$ cat src/rtl/mic_level_meter_if.sv
// Sample stream in, level / thermometer code / update pulse out for the mic level meter.
interface mic_level_meter_if;
    logic        sample_valid;
    logic [11:0] sample;
    logic [4:0]  level;
    logic [15:0] level_code;
    logic        window_done;

    modport master (output sample_valid, sample, input level, level_code, window_done);
    modport slave  (input sample_valid, sample, output level, level_code, window_done);
endinterface

$ cat src/rtl/mic_level_meter.sv
// Windowed peak meter: |sample-MID| peak per window, quantised to 0..16 steps plus thermometer code.
// Optional macro LEVEL_DECAY_EN: a falling level drops at most one step per window.
module mic_level_meter #(
    parameter int WINDOW_SAMPLES = 4000,
    parameter int MID            = 2048,
    parameter int STEP           = 120
) (
    input  logic              clock,
    input  logic              resetn,
    mic_level_meter_if.slave  mif
);
    localparam logic [12:0] MID13 = 13'(MID);
    localparam logic [15:0] LAST  = 16'(WINDOW_SAMPLES - 1);

    logic [15:0] cnt;
    logic [12:0] peak, hold, smp13, mag, peak_nxt;
    logic        pend;
    logic [4:0]  lvl_q, newlvl, lvl_nxt;
    logic [15:0] code_q, code_nxt;
    logic        done_q;

    // 13-bit compare keeps the full 0..2048 magnitude range without wrapping
    always_comb begin
        smp13    = {1'b0, mif.sample};
        mag      = (smp13 >= MID13) ? (smp13 - MID13) : (MID13 - smp13);
        peak_nxt = (mag > peak) ? mag : peak;
    end

    // Threshold ladder instead of a divider; thresholds are monotonic so the last hit wins
    always_comb begin
        newlvl = '0;
        for (int k = 1; k <= 16; k++)
            if ({19'd0, hold} >= 32'(k * STEP)) newlvl = 5'(k);
    end

    always_comb begin
`ifdef LEVEL_DECAY_EN
        lvl_nxt = (newlvl >= lvl_q) ? newlvl : (lvl_q - 5'd1);
`else
        lvl_nxt = newlvl;
`endif
        code_nxt = '0;
        for (int i = 0; i < 16; i++)
            code_nxt[i] = (5'(i) < lvl_nxt);
    end

    always_ff @(posedge clock) begin
        if (!resetn) begin
            cnt    <= '0;
            peak   <= '0;
            hold   <= '0;
            pend   <= 1'b0;
            lvl_q  <= '0;
            code_q <= '0;
            done_q <= 1'b0;
        end else begin
            pend   <= 1'b0;
            done_q <= 1'b0;
            if (mif.sample_valid) begin
                if (cnt == LAST) begin
                    hold <= peak_nxt;
                    peak <= '0;
                    cnt  <= '0;
                    pend <= 1'b1;
                end else begin
                    peak <= peak_nxt;
                    cnt  <= cnt + 16'd1;
                end
            end
            // Update lands one edge after the window closes, from the captured hold
            if (pend) begin
                lvl_q  <= lvl_nxt;
                code_q <= code_nxt;
                done_q <= 1'b1;
            end
        end
    end

    assign mif.level       = lvl_q;
    assign mif.level_code  = code_q;
    assign mif.window_done = done_q;
endmodule
$ cat src/flat_wrapper.sv
// flat-port wrapper written by rule: the top's interface ports become plain ports
module mic_level_meter_flat 
#(
    parameter int WINDOW_SAMPLES = 4000,
    parameter int MID            = 2048,
    parameter int STEP           = 120
)
  (clock, resetn, mif_sample_valid, mif_sample, mif_level, mif_level_code, mif_window_done);
  mic_level_meter_if mif_i ();
  input  logic clock;
  input  logic resetn;
  input wire logic [$bits(mif_i.sample_valid)-1:0] mif_sample_valid;
  input wire logic [$bits(mif_i.sample)-1:0] mif_sample;
  output wire logic [$bits(mif_i.level)-1:0] mif_level;
  output wire logic [$bits(mif_i.level_code)-1:0] mif_level_code;
  output wire logic [$bits(mif_i.window_done)-1:0] mif_window_done;
  assign mif_i.sample_valid = mif_sample_valid;
  assign mif_i.sample = mif_sample;
  assign mif_level = mif_i.level;
  assign mif_level_code = mif_i.level_code;
  assign mif_window_done = mif_i.window_done;
  mic_level_meter #(.WINDOW_SAMPLES(WINDOW_SAMPLES), .MID(MID), .STEP(STEP)) u_core (.clock(clock), .resetn(resetn), .mif(mif_i));
endmodule
$ cat config.mk
export PLATFORM = sky130hd
export DESIGN_NAME = mic_level_meter_flat
export DESIGN_NICKNAME = d
export VERILOG_FILES = /design/src/rtl/mic_level_meter_if.sv /design/src/rtl/mic_level_meter.sv /design/src/flat_wrapper.sv
export SDC_FILE = /design/constraint.sdc
export NUM_CORES = 1
export LEC_CHECK = 0
export ABC_AREA = 1
export CAP_MARGIN = 20
export CELL_PAD_IN_SITES_DETAIL_PLACEMENT = 1
export CELL_PAD_IN_SITES_GLOBAL_PLACEMENT = 1
export CORE_ASPECT_RATIO = 0.9
export CORE_MARGIN = 1.5
export CORE_UTILIZATION = 30
export DETAILED_ROUTE_END_ITERATION = 12
export HOLD_SLACK_MARGIN = 0.15
export PLACE_DENSITY_LB_ADDON = 0.1
export SLEW_MARGIN = 20
export SYNTH_ARGS = -nofsm -noshare
export SYNTH_HDL_FRONTEND = slang
export SYNTH_SLANG_ARGS = --single-unit
$ cat constraint.sdc
create_clock -name clock -period 4.9 [get_ports clock]
set_input_delay 0.98 -clock clock [delete_from_list [all_inputs] [get_ports clock]]
set_output_delay 0.98 -clock clock [all_outputs]
set_load 0.01 [all_outputs]
==> flow_summary.rst <==
.. list-table::
   :header-rows: 1

   * - Metric
     - Value
   * - Yosys top cell by area
     - sky130_fd_sc_hd__dfxtp_1
   * - Part of the cycle the worst path needs
     - 0.858
   * - Placer Congestion
     - 0.861
   * - Final critical path time including I/O delays and setup
     - 4.20 ns
   * - Die width
     - 116 um
   * - Maximum clock skew at final layout
     - 0.00447 ns
   * - Global-route wire length before repair
     - 16.1 mm
   * - Netlist cell types
     - 39
   * - Clock Sinks
     - 61
   * - Worst setup slack before clock tree synthesis
     - 0.368 ns
   * - Total Die Area
     - 0.0121 sq mm
   * - Critical path required time
     - 5.11 ns
   * - Number of nets in the layout
     - 557
   * - CTS tree
     - built
   * - Hold Crit Endpoint
     - u_core.cnt[15]$_SDFFE_PN0P_
   * - Average wire length per cell after detail routing
     - 13.6 um
   * - HPWL after detailed placement
     - 7.20 mm
   * - Vias
     - 3215
   * - Final Hold Violating Endpoints
     - 0
   * - WS Path Type
     - input port to flip-flop
   * - Final total negative setup slack
     - 0 ns
   * - DRC violations left
     - 0
   * - Power density relative to cell area
     - 309 mW/mm^2
   * - Remaining max-slew budget at the tightest pin
     - 0.507
   * - Initial core utilization
     - 0.313
   * - Row count
     - 36
   * - Clock Tree Buf Depth
     - 2
   * - First-pass DRT Iterations
     - 4
   * - Signal arrival time at the worst endpoint
     - 4.41 ns
   * - Ys async rst share
     - 0
   * - Type of element launching the critical path
     - input port
   * - Cells after Synth
     - 497
   * - Final setup violation count
     - 0
   * - Core Region
     - 0.0109 sq mm
   * - Clock Pin Slew Worst Setup and Hold Paths
     - 0.05 ns
   * - Via count of the first global-routing pass
     - 3360
   * - Total of cells resized after clock tree synthesis
     - 0
   * - Top flip-flop cell by instance count after synthesis
     - sky130_fd_sc_hd__dfxtp_1
   * - Synthesized area divided by synthesized cell count
     - 6.88 sq um
   * - Number of buffers created by CTS
     - 9
   * - Number of diodes added for antenna fixing
     - 0
   * - Path category of the worst min-delay check
     - flip-flop to flip-flop
   * - H-Tree Level Count
     - 3
   * - Layout overhead on the synthesized area
     - 22.2%
   * - Register area share after synthesis
     - 0.357
   * - Largest net degree at the start of global routing
     - 35
   * - Worst-Margin Slew
     - 0.737 ns
   * - Cell depth of the worst min-delay path
     - 1
   * - Highest fanout seen on the critical path
     - 24
   * - Worst-case setup margin in the final layout
     - 0.696 ns
   * - Setup repair bufs after CTS
     - 0
   * - Area of all placed cells without fillers
     - 0.00418 sq mm
   * - Setup repair after global routing missed its margin
     - false
   * - Number of input and output port buffers inserted
     - 36
   * - Top cell type's share of synthesized area
     - 0.357
   * - Clk_lat worst skew
     - 0.34 ns
   * - Boundary Pins
     - 37
   * - Overall global routing resource usage
     - 0.168
   * - Total routed wirelength
     - 9.30 mm
   * - Launch point of the worst reg-to-reg path
     - u_core.peak[2]$_SDFFE_PN0P_
   * - CTS Root Cell
     - sky130_fd_sc_hd__clkbuf_16
   * - Status
     - completed
   * - Overflow left after global routing
     - 0
   * - Max Clk Rate
     - 238 MHz
   * - Ratio of routed vias to standard cells
     - 4.70
   * - Number of synthesized flops with an enable pin
     - 0
   * - Post-synth design cell area
     - 0.00342 sq mm
   * - Yosys warns
     - 0
   * - Critical register-to-register path endpoint
     - u_core.peak[4]$_SDFFE_PN0P_
   * - Layout cells sized above 1
     - 0.0695
   * - Capturing element type of the critical path
     - flip-flop
   * - Placed instance area
     - 0.00389 sq mm
   * - Depth of the worst register-to-register path
     - 13
   * - Max capacitance violation total
     - 0
   * - Leading cell types by total area after synthesis
     - sky130_fd_sc_hd__dfxtp_1 36%, sky130_fd_sc_hd__nand2_1 11%, sky130_fd_sc_hd__inv_1 8.0%
   * - Worst voltage drop across the vdd grid
     - 183 uV
   * - Static leakage
     - 1.69 nW
   * - Hold buffers post-CTS
     - 0
   * - Max Transition Viols Final
     - 0
   * - Die height
     - 104 um
   * - Start point of the worst min-delay path
     - u_core.cnt[15]$_SDFFE_PN0P_
   * - Synthesized Nets
     - 527
   * - Total power consumption of the routed design
     - 1.29 mW
   * - Count of antenna-violating nets left after detailed routing
     - 0
   * - Initial DRC count
     - 67
   * - Post-synthesis register bit count
     - 61
   * - Reg-to-reg setup timing slack
     - 2.36 ns
   * - Initial antenna violation count
     - 0
sequential cells by signal, summed over array words and instances, names as in the netlist:
| register | flops |
|---|---|
| u_core.peak | 13 |
| u_core.mif.level | 4 |
| u_core.pend | 1 |
| u_core.cnt | 16 |
| u_core.hold | 10 |
| u_core.mif.window_done | 1 |
| u_core.mif.level_code | 16 |
layer usage:
layer	vias up	part of all wire	track usage
li1	1678	-	-
met5	-	0	0
met1	1486	0.49	0.214
met3	15	0.027	0.0408
met2	36	0.47	0.272
met4	0	0.017	0.0635
where the power goes:
group          internal (mW)  switching (mW)  total (mW)
Combinational         0.0574          0.0920       0.149
Clock                  0.403           0.226       0.629
Sequential             0.507         0.00401       0.511
Total                  0.968           0.322        1.29
worst max-delay path, stage by stage:
cell and delay (ns):
sky130_fd_sc_hd__clkdlybuf4s50_1 0.45, sky130_fd_sc_hd__inv_1 0.12, sky130_fd_sc_hd__ha_1 0.18, sky130_fd_sc_hd__nand2_1 0.06
sky130_fd_sc_hd__nor3_1 0.23, sky130_fd_sc_hd__nand2_1 0.11, sky130_fd_sc_hd__o21ai_0 0.20, sky130_fd_sc_hd__xor2_1 0.16
sky130_fd_sc_hd__inv_1 0.06, sky130_fd_sc_hd__ha_1 0.29, sky130_fd_sc_hd__nand2_1 0.08, sky130_fd_sc_hd__o21ai_0 0.17
sky130_fd_sc_hd__a21oi_1 0.08, sky130_fd_sc_hd__nand2_1 0.11, sky130_fd_sc_hd__nand2_1 0.41, sky130_fd_sc_hd__o21ai_0 0.49
sky130_fd_sc_hd__o22ai_1 0.12, sky130_fd_sc_hd__inv_1 0.08, sky130_fd_sc_hd__nor2_1 0.03
cells in the final DEF, fill, tap and decap left out, drive strengths merged, types with 2 or more instances in the layout:
master,netlist,layout
xnor2,4,4
or2,2,2
a21oi,38,38
nand3,13,13
nand4,3,3
o211ai,2,2
clkdlybuf4s50,0,36
clkbuf,12,11
o21ai,43,43
ha,15,15
nor2,58,58
o21a,3,3
nor4,3,3
inv,76,76
xor2,8,8
nand2,99,99
o31ai,3,3
o22ai,18,18
a211oi,3,3
clkinv,2,6
a31oi,5,5
nor3,14,14
dfxtp,61,61
nor3b,2,2
cell usage after synthesis (all sizes together) (4+ instances only):
master / n
xnor2: 4
o22ai: 18
xor2: 8
clkbuf: 12
o21ai: 43
ha: 15
a31oi: 5
inv: 76
nor2: 58
dfxtp: 61
a21oi: 38
nor3: 14
nand2: 99
buf: 6
nand3: 13
worst max-delay path by stage:
stage	startpoint	end	slack [ns]	cells past startpoint
after floorplan	mif_sample[0]	u_core.peak[5]$_SDFFE_PN0P_	1.57	19
after global placement	mif_sample[0]	u_core.peak[4]$_SDFFE_PN0P_	0.47	19
after detailed placement	mif_sample[0]	u_core.peak[4]$_SDFFE_PN0P_	0.37	19
after CTS	mif_sample[0]	u_core.peak[4]$_SDFFE_PN0P_	0.71	19
after global routing	mif_sample[0]	u_core.peak[3]$_SDFFE_PN0P_	0.31	18
final	mif_sample[0]	u_core.peak[4]$_SDFFE_PN0P_	0.70	19
logic make-up after synthesis:
logic type / Yosys count / synth area share
adders and majority gates: 15 / 0.0549
other: 1 / 0.00110
xor gates and xnor gates: 12 / 0.0307
AOI/OAI and AO/OA: 117 / 0.191
DFF: 61 / 0.357
buffers and inverters: 96 / 0.114
and+or+nand+nor: 195 / 0.252
area by class of cell:
type | instances | area (sq um)
fillers | 1406 | 6770
inverters | 78 | 297
clock buffers | 11 | 243
repair buffers | 37 | 368
multi-input cells | 340 | 1810
clock inverters | 5 | 50.0
flip-flops and latches | 61 | 1220
well taps | 152 | 190
metrics by stage:
step / cells / util / hold slack [ns]
global route: 684 / 0.382 / 0.483
detailed placement: 668 / 0.355 / 0.445
global placement: 668 / 0.355 / 0.442
CTS: 684 / 0.382 / 0.456
floorplan: 497 / - / 0.422
finish: 684 / 0.382 / 0.457
No activity file was read; power rests on OpenSTA's default activity.
